<file path="src/rtl/mod_n_timer_ctrl.sv">
// mod_n_timer_ctrl
//   Run-time controller around a programmable modulo-N counter. A modulus
//   (as terminal count) and a repeat count are loaded through a valid/ready
//   config port while idle; start/pause/stop then sequence the counter.
//   Emits a one-cycle wrap pulse per completed period and a one-cycle done
//   pulse with the final wrap of a bounded run.
//
// Ports
//   clk        rising-edge clock
//   reset      synchronous, active-high
//   cfg_valid  config offer
//   cfg_ready  config accepted when cfg_valid && cfg_ready (high only in IDLE)
//   cfg_term   terminal count (period = cfg_term+1 cycles)
//   cfg_reps   periods per run; 0 = free-running until stop
//   start      one-cycle run request, honoured only in IDLE
//   pause      level; freezes the counter while high
//   stop       one-cycle abort back to IDLE, no done
//   count      current count, 0..term
//   wrap       one-cycle pulse, period completed
//   done       one-cycle pulse, final period completed (bounded runs only)
//   busy       high while running or held
//   rep_idx    completed periods in the current run (saturates at all-ones)

module mod_n_timer_ctrl #(
  parameter int LENGTH = 3,
  parameter int REP_W  = 4
) (
  input  logic              clk,
  input  logic              reset,
  input  logic              cfg_valid,
  output logic              cfg_ready,
  input  logic [LENGTH-1:0] cfg_term,
  input  logic [REP_W-1:0]  cfg_reps,
  input  logic              start,
  input  logic              pause,
  input  logic              stop,
  output logic [LENGTH-1:0] count,
  output logic              wrap,
  output logic              done,
  output logic              busy,
  output logic [REP_W-1:0]  rep_idx
);

  typedef enum logic [1:0] {
    IDLE = 2'd0,
    RUN  = 2'd1,
    HOLD = 2'd2
  } state_t;

  localparam logic [LENGTH-1:0] TERM_ONES = {LENGTH{1'b1}};
  localparam logic [REP_W-1:0]  REP_ONES  = {REP_W{1'b1}};

  state_t            state_reg, state_next;
  logic [LENGTH-1:0] count_reg, count_next;
  logic              wrap_reg, wrap_next;
  logic              done_reg, done_next;
  logic              busy_reg, busy_next;
  logic [REP_W-1:0]  rep_reg, rep_next;
  logic [LENGTH-1:0] term_reg, term_next;
  logic [REP_W-1:0]  reps_reg, reps_next;

  always_ff @(posedge clk) begin
    if (reset) begin
      state_reg <= IDLE;
      count_reg <= '0;
      wrap_reg  <= 1'b0;
      done_reg  <= 1'b0;
      busy_reg  <= 1'b0;
      rep_reg   <= '0;
      term_reg  <= TERM_ONES;
      reps_reg  <= '0;
    end else begin
      state_reg <= state_next;
      count_reg <= count_next;
      wrap_reg  <= wrap_next;
      done_reg  <= done_next;
      busy_reg  <= busy_next;
      rep_reg   <= rep_next;
      term_reg  <= term_next;
      reps_reg  <= reps_next;
    end
  end

  always_comb begin
    state_next = state_reg;
    count_next = count_reg;
    wrap_next  = 1'b0;
    done_next  = 1'b0;
    busy_next  = busy_reg;
    rep_next   = rep_reg;
    term_next  = term_reg;
    reps_next  = reps_reg;

    unique case (state_reg)
      IDLE: begin
        if (cfg_valid) begin
          term_next = cfg_term;
          reps_next = cfg_reps;
        end
        // stop in IDLE is simply ignored, so start needs no stop qualifier
        if (start) begin
          state_next = RUN;
          count_next = '0;
          rep_next   = '0;
          busy_next  = 1'b1;
        end
      end

      RUN, HOLD: begin
        if (stop) begin
          state_next = IDLE;
          count_next = '0;
          busy_next  = 1'b0;
        end else if (pause) begin
          state_next = HOLD;
        end else begin
          // Leaving HOLD advances on the same edge, so a pause of k cycles
          // stretches the period by exactly k cycles.
          state_next = RUN;
          if (count_reg != term_reg) begin
            count_next = count_reg + 1'b1;
          end else begin
            count_next = '0;
            wrap_next  = 1'b1;
            // Bounded runs never reach all-ones before finishing, so the
            // saturation only matters in free-running mode.
            if (rep_reg != REP_ONES) begin
              rep_next = rep_reg + 1'b1;
            end
            if ((reps_reg != '0) && (rep_reg == reps_reg - 1'b1)) begin
              done_next  = 1'b1;
              state_next = IDLE;
              busy_next  = 1'b0;
            end
          end
        end
      end

      default: begin
        state_next = IDLE;
        count_next = '0;
        busy_next  = 1'b0;
      end
    endcase
  end

  assign cfg_ready = (state_reg == IDLE);
  assign count     = count_reg;
  assign wrap      = wrap_reg;
  assign done      = done_reg;
  assign busy      = busy_reg;
  assign rep_idx   = rep_reg;

endmodule
</file>
<file path="config.mk">
export PLATFORM = sky130hd
export DESIGN_NAME = mod_n_timer_ctrl
export DESIGN_NICKNAME = d
export VERILOG_FILES = /design/src/rtl/mod_n_timer_ctrl.sv
export SDC_FILE = /design/constraint.sdc
export NUM_CORES = 1
export LEC_CHECK = 0
export BUFFER_PORTS_ARGS = -buffer_cell sky130_fd_sc_hd__buf_2
export CAP_MARGIN = 0
export CORE_ASPECT_RATIO = 1.25
export CORE_MARGIN = 4
export CORE_UTILIZATION = 50
export CTS_CLUSTER_DIAMETER = 80
export DETAILED_ROUTE_END_ITERATION = 7
export PLACE_DENSITY_LB_ADDON = 0.1
export SKIP_LAST_GASP = 1
export SLEW_MARGIN = 10
export SYNTH_ARGS = -nofsm -noshare
export SYNTH_HDL_FRONTEND = slang
export SYNTH_SLANG_ARGS = --single-unit
</file>
<file path="constraint.sdc">
create_clock -name clk -period 3.35 [get_ports clk]
set_clock_uncertainty 0.2 [all_clocks]
set_input_delay 1.005 -clock clk [delete_from_list [all_inputs] [get_ports clk]]
set_output_delay 1.005 -clock clk [all_outputs]
set_load 0.02 [all_outputs]
</file>
Word-level counts from Yosys, hierarchy flattened:

Cells that the tools add are included.
W data, S select, Z words.

* bits in registers: 19
* bits in latches: 0
* RAM bits: 0
* memory bits (read-only): 0
* bits of input ports: 13
* logic and storage cells: 61
* memories: 0

* add/sub/neg operators: 3
* multiply operators: 0
* divide/modulo/power cells: 0
* $lt $le $gt $ge: 0
* equality and inequality tests: 13
* shift operators: 0
* multiplexer cells: 25
* bitwise gates (word level): 1
* reduce and logical (&&, ||, !) cells: 11

Operators with widths (number)
* $mux W4: 5
* $mux W3: 4
* $mux W1: 9
* $ne A3 B3 Y1 const B: 3
* $ne A2 B2 Y1 const B: 4
* $pmux W4 S2: 1
* $mux W2: 3
* $pmux W3 S2: 1
* $reduce_and A6 Y1: 1
* $reduce_or A5 Y1: 1
* $add A4 B1 Y4 const B: 1
* $eq A4 B4 Y1: 1
* $ne A4 B4 Y1 const B: 1
* $pmux W2 S2: 1
* $reduce_and A2 Y1: 2
* $reduce_and A4 Y1: 1
* $reduce_bool A4 Y1: 1
* $reduce_or A4 Y1: 1
* $sub A4 B1 Y4 const B: 1
* $add A3 B1 Y3 const B: 1
* $ne A3 B3 Y1: 1
* $eq A2 B1 Y1 const B: 1
* $eq A2 B2 Y1 const B: 1
* $logic_not A2 Y1: 1
* other kinds (6): 6

Longest topological paths before layout:

* word-level depth: 8
* depth in mapped cells: 7

Worst setup path after synthesis:

OpenSTA, ideal clock, no wires.

* path kind: input-to-reg
* start: input port stop
* end: register rep_reg[2] (netlist: rep_idx[2])
* data arrival time: 1.953 ns
* data required time: 3.080 ns
* setup slack: 1.127 ns
* stages on the path: 5
* path buffers: 0
* cells stage by stage: nand2b_1 nor2_1 a31oi_2 or3_1 a21oi_1

* longest elaborated chain between the ends: 2

Ends and longest elaborated chain
* from (decl): RTL line 36 `input logic stop,`
* $ne A2 B2 Y1 (no source line)
* $reduce_and A6 Y1 (no source line)
* to (signal assigned): RTL line 78 `rep_reg <= rep_next;`
* to (decl): RTL line 58 `logic [REP_W-1:0] rep_reg, rep_next;`

No other way between the ends.
A chain may end at the register's enable or synchronous reset.

Final worst setup path:

* start: register state_reg[0]
* end: output port cfg_ready

* longest elaborated chain between the ends: 1

Ends and longest elaborated chain
* from (decl): RTL line 53 `state_t state_reg, state_next;`
* from (signal assigned): RTL line 73 `state_reg <= state_next;`
* $logic_not A2 Y1: RTL line 147 `assign cfg_ready = (state_reg == IDLE);`
* to (decl): RTL line 31 `output logic cfg_ready,`

No other way between the ends.

==> flow_summary_export.csv <==
group,metric,value,unit
sta,fmax,388,MHz
global_routing,overflow,0,
power,power_density,518,nW/um^2
floorplanning,num_io_pins,24,
clocking,cts_tree,"built",
place,place_congestion,0.889,
finish,mostFrequentLayoutCell,"buf_2",
clocking,cts_sinks,19,
power,p_leak,0.485,nW
synthesis,synth_edf_count,0,
route,vias,853,
clocking,clk_latency,0.29,ns
clocking,numCtsBuffers,3,
floorplanning,rows,17,
place,portBuffers,23,
finish,antennaDiodeCount,0,
synthesis,netlist_instances,109,
setup_path,worst_ep_arrival_time,1.37,ns
synthesis,ys_seq_area_share,39.4,%
setup_path,cp.required,2.14,ns
synthesis,async_reset_ff_share,0,%
place,place_ws,0.915,ns
synthesis,yosys.area.top_type_share,39.4,%
setup_path,crit_type,"reg -> out",
clocking,cts_setup_buffers,0,
clocking,cts_resized,0,
route,routed_wl,1960,um
floorplanning,chipWidth,47.3,um
setup_path,worstSetupStartpointType,"flop",
synthesis,netlist_area,966,um^2
synthesis,synth_flop_cell,"dfxtp_1",
global_routing,grt_pass1_wl,3320,um
finish,mostFrequentLayoutCells,"buf_2 (23), dfxtp_1 (19), a21oi_1 (11)",
sta,period_share,77.0,%
global_routing,gr-usage-all-layers,16.2,%
synthesis,ys_warn_count,0,
setup_path,end_kind,"output pin",
finish,area_growth,16.3,%
finish,drive_gt1_share,23.1,%
synthesis,synth_top_cell_by_area,"dfxtp_1",
synthesis,synth_nets,127,
synthesis,post_synth_num_cell_types,29,
route,firstDrtPassIters,4,
clocking,path_clk_slew,0.11,ns
sta,maxSlewViolCount,0,
global_routing,antenna_found_initial,0,
floorplanning,core_area,1810,um^2
sta,slew-limit-headroom,60.7,%
global_routing,grt_max_degree,18,
finish,nets,153,
floorplanning,die_height,57.1,um
clocking,cts_buffer_depth,2,
route,drtIter0Drc,12,
clocking,root_buffer,"clkbuf_4",
route,drcViolationCount,0,
power,vdd.ir_drop.worst,312,uV
sta,layout_setup_ws,0.771,ns
synthesis,syn_area_per_cell,8.86,um^2
run,cap_violations,0,
power,finalPower,0.582,mW
synthesis,synth-seq-cells,19,
clocking,htreeDepth,1,
floorplanning,initial_core_util,53.4,%
sta,setup_tns,0,ns
sta,min_period,2.58,ns
route,avgViaCountPerCell,5.58,
sta,final-setup-viol-count,0,
floorplanning,die_area,2700,um^2
sta,worst_pin_slew,0.590,ns
global_routing,grt_pass1_vias,790,
setup_path,worstPathMaxFanout,15,
finish,final_util,62.1,%
route,antenna_left,0,
sta,rsz0062_at_grt,"false",
sta,finalHoldViolCount,0,
route,wire_per_inst,12.8,um
outcome,outcome,"finished, final reports clean",
min_path,hp-class,"reg -> reg",
clocking,postCtsHoldBufs,0,
synthesis,synth_area_leaders,"dfxtp_1 (39%), ha_1 (6.5%), a21oi_1 (5.7%)",
place,dp_hpwl,1460,um
-- power by group --
part	leakage [nW]	total (mW)	internal, mW	switching, mW
clock	0.0150	0.115	0.0462	0.0685
sequential	0.155	0.275	0.251	0.0241
combinational	0.315	0.193	0.0795	0.113
-- cell type report --
class | instances | area [um^2]
clock buffers | 4 | 26.3
fillers | 180 | 684
inverters | 4 | 15.0
multi-input cells | 84 | 563
flip-flops and latches | 19 | 380
well taps | 19 | 23.8
repair buffers | 23 | 115
-- synthesized netlist by cell type (4+ instances only) --
| cell type | instances |
|---|---|
| a21oi_1 | 11 |
| dfxtp_1 | 19 |
| ha_1 | 5 |
| inv_1 | 4 |
| nand2_1 | 7 |
| nand3_1 | 5 |
| nor2_1 | 7 |
| o21ai_0 | 7 |
| xnor2_1 | 5 |
| xor2_1 | 6 |
-- per-layer routing --
metal  vias to the layer above  share of wire (%)  GRT usage (%)
li1                        443                  -              -
met2                        16                 50           26.4
met5                         -                  0              0
met1                       392                 45           19.9
met4                         0               0.71           5.93
met3                         2                4.6           3.79
-- logic make-up (layout without fill, tap and decap cells) --
logic type	after synthesis	count (layout)	share of synthesized area, %
xor+xnor	11	11	9.97
compound gates	24	24	15.0
buf+inv	6	31	2.33
mux	1	1	1.04
flops	19	19	39.4
simple gates	43	43	25.8
fa+ha+maj	5	5	6.48
-- worst paths after layout --
| path | start | end | slack [ns] | depth (start not counted) |
|---|---|---|---|---|
| max | state_reg[0] | cfg_ready | 0.77 | 3 |
| min | reps_reg[1] | reps_reg[1] | 0.28 | 2 |
| min reg2reg | reps_reg[1] | reps_reg[1] | 0.28 | 2 |
| max reg2reg | state_reg[0] | count[0] | 1.12 | 7 |
-- worst max-delay path: stages, from the launching register on --
cell and delay [ns]:
dfxtp_1 0.34, inv_1 0.06, ha_1 0.43, buf_2 0.25
-- stage by stage --
| step | instance area [um^2] | std cells | hold WS [ns] |
|---|---|---|---|
| after global placement | 1100 | 149 | 0.267 |
| after detailed placement | 1100 | 149 | 0.270 |
| final | 1120 | 153 | 0.284 |
| after floorplan | 966 | 109 | 0.249 |
| after global routing | 1120 | 153 | 0.305 |
| after CTS | 1120 | 153 | 0.286 |
Note: power is estimated with default switching activity, not from simulation.
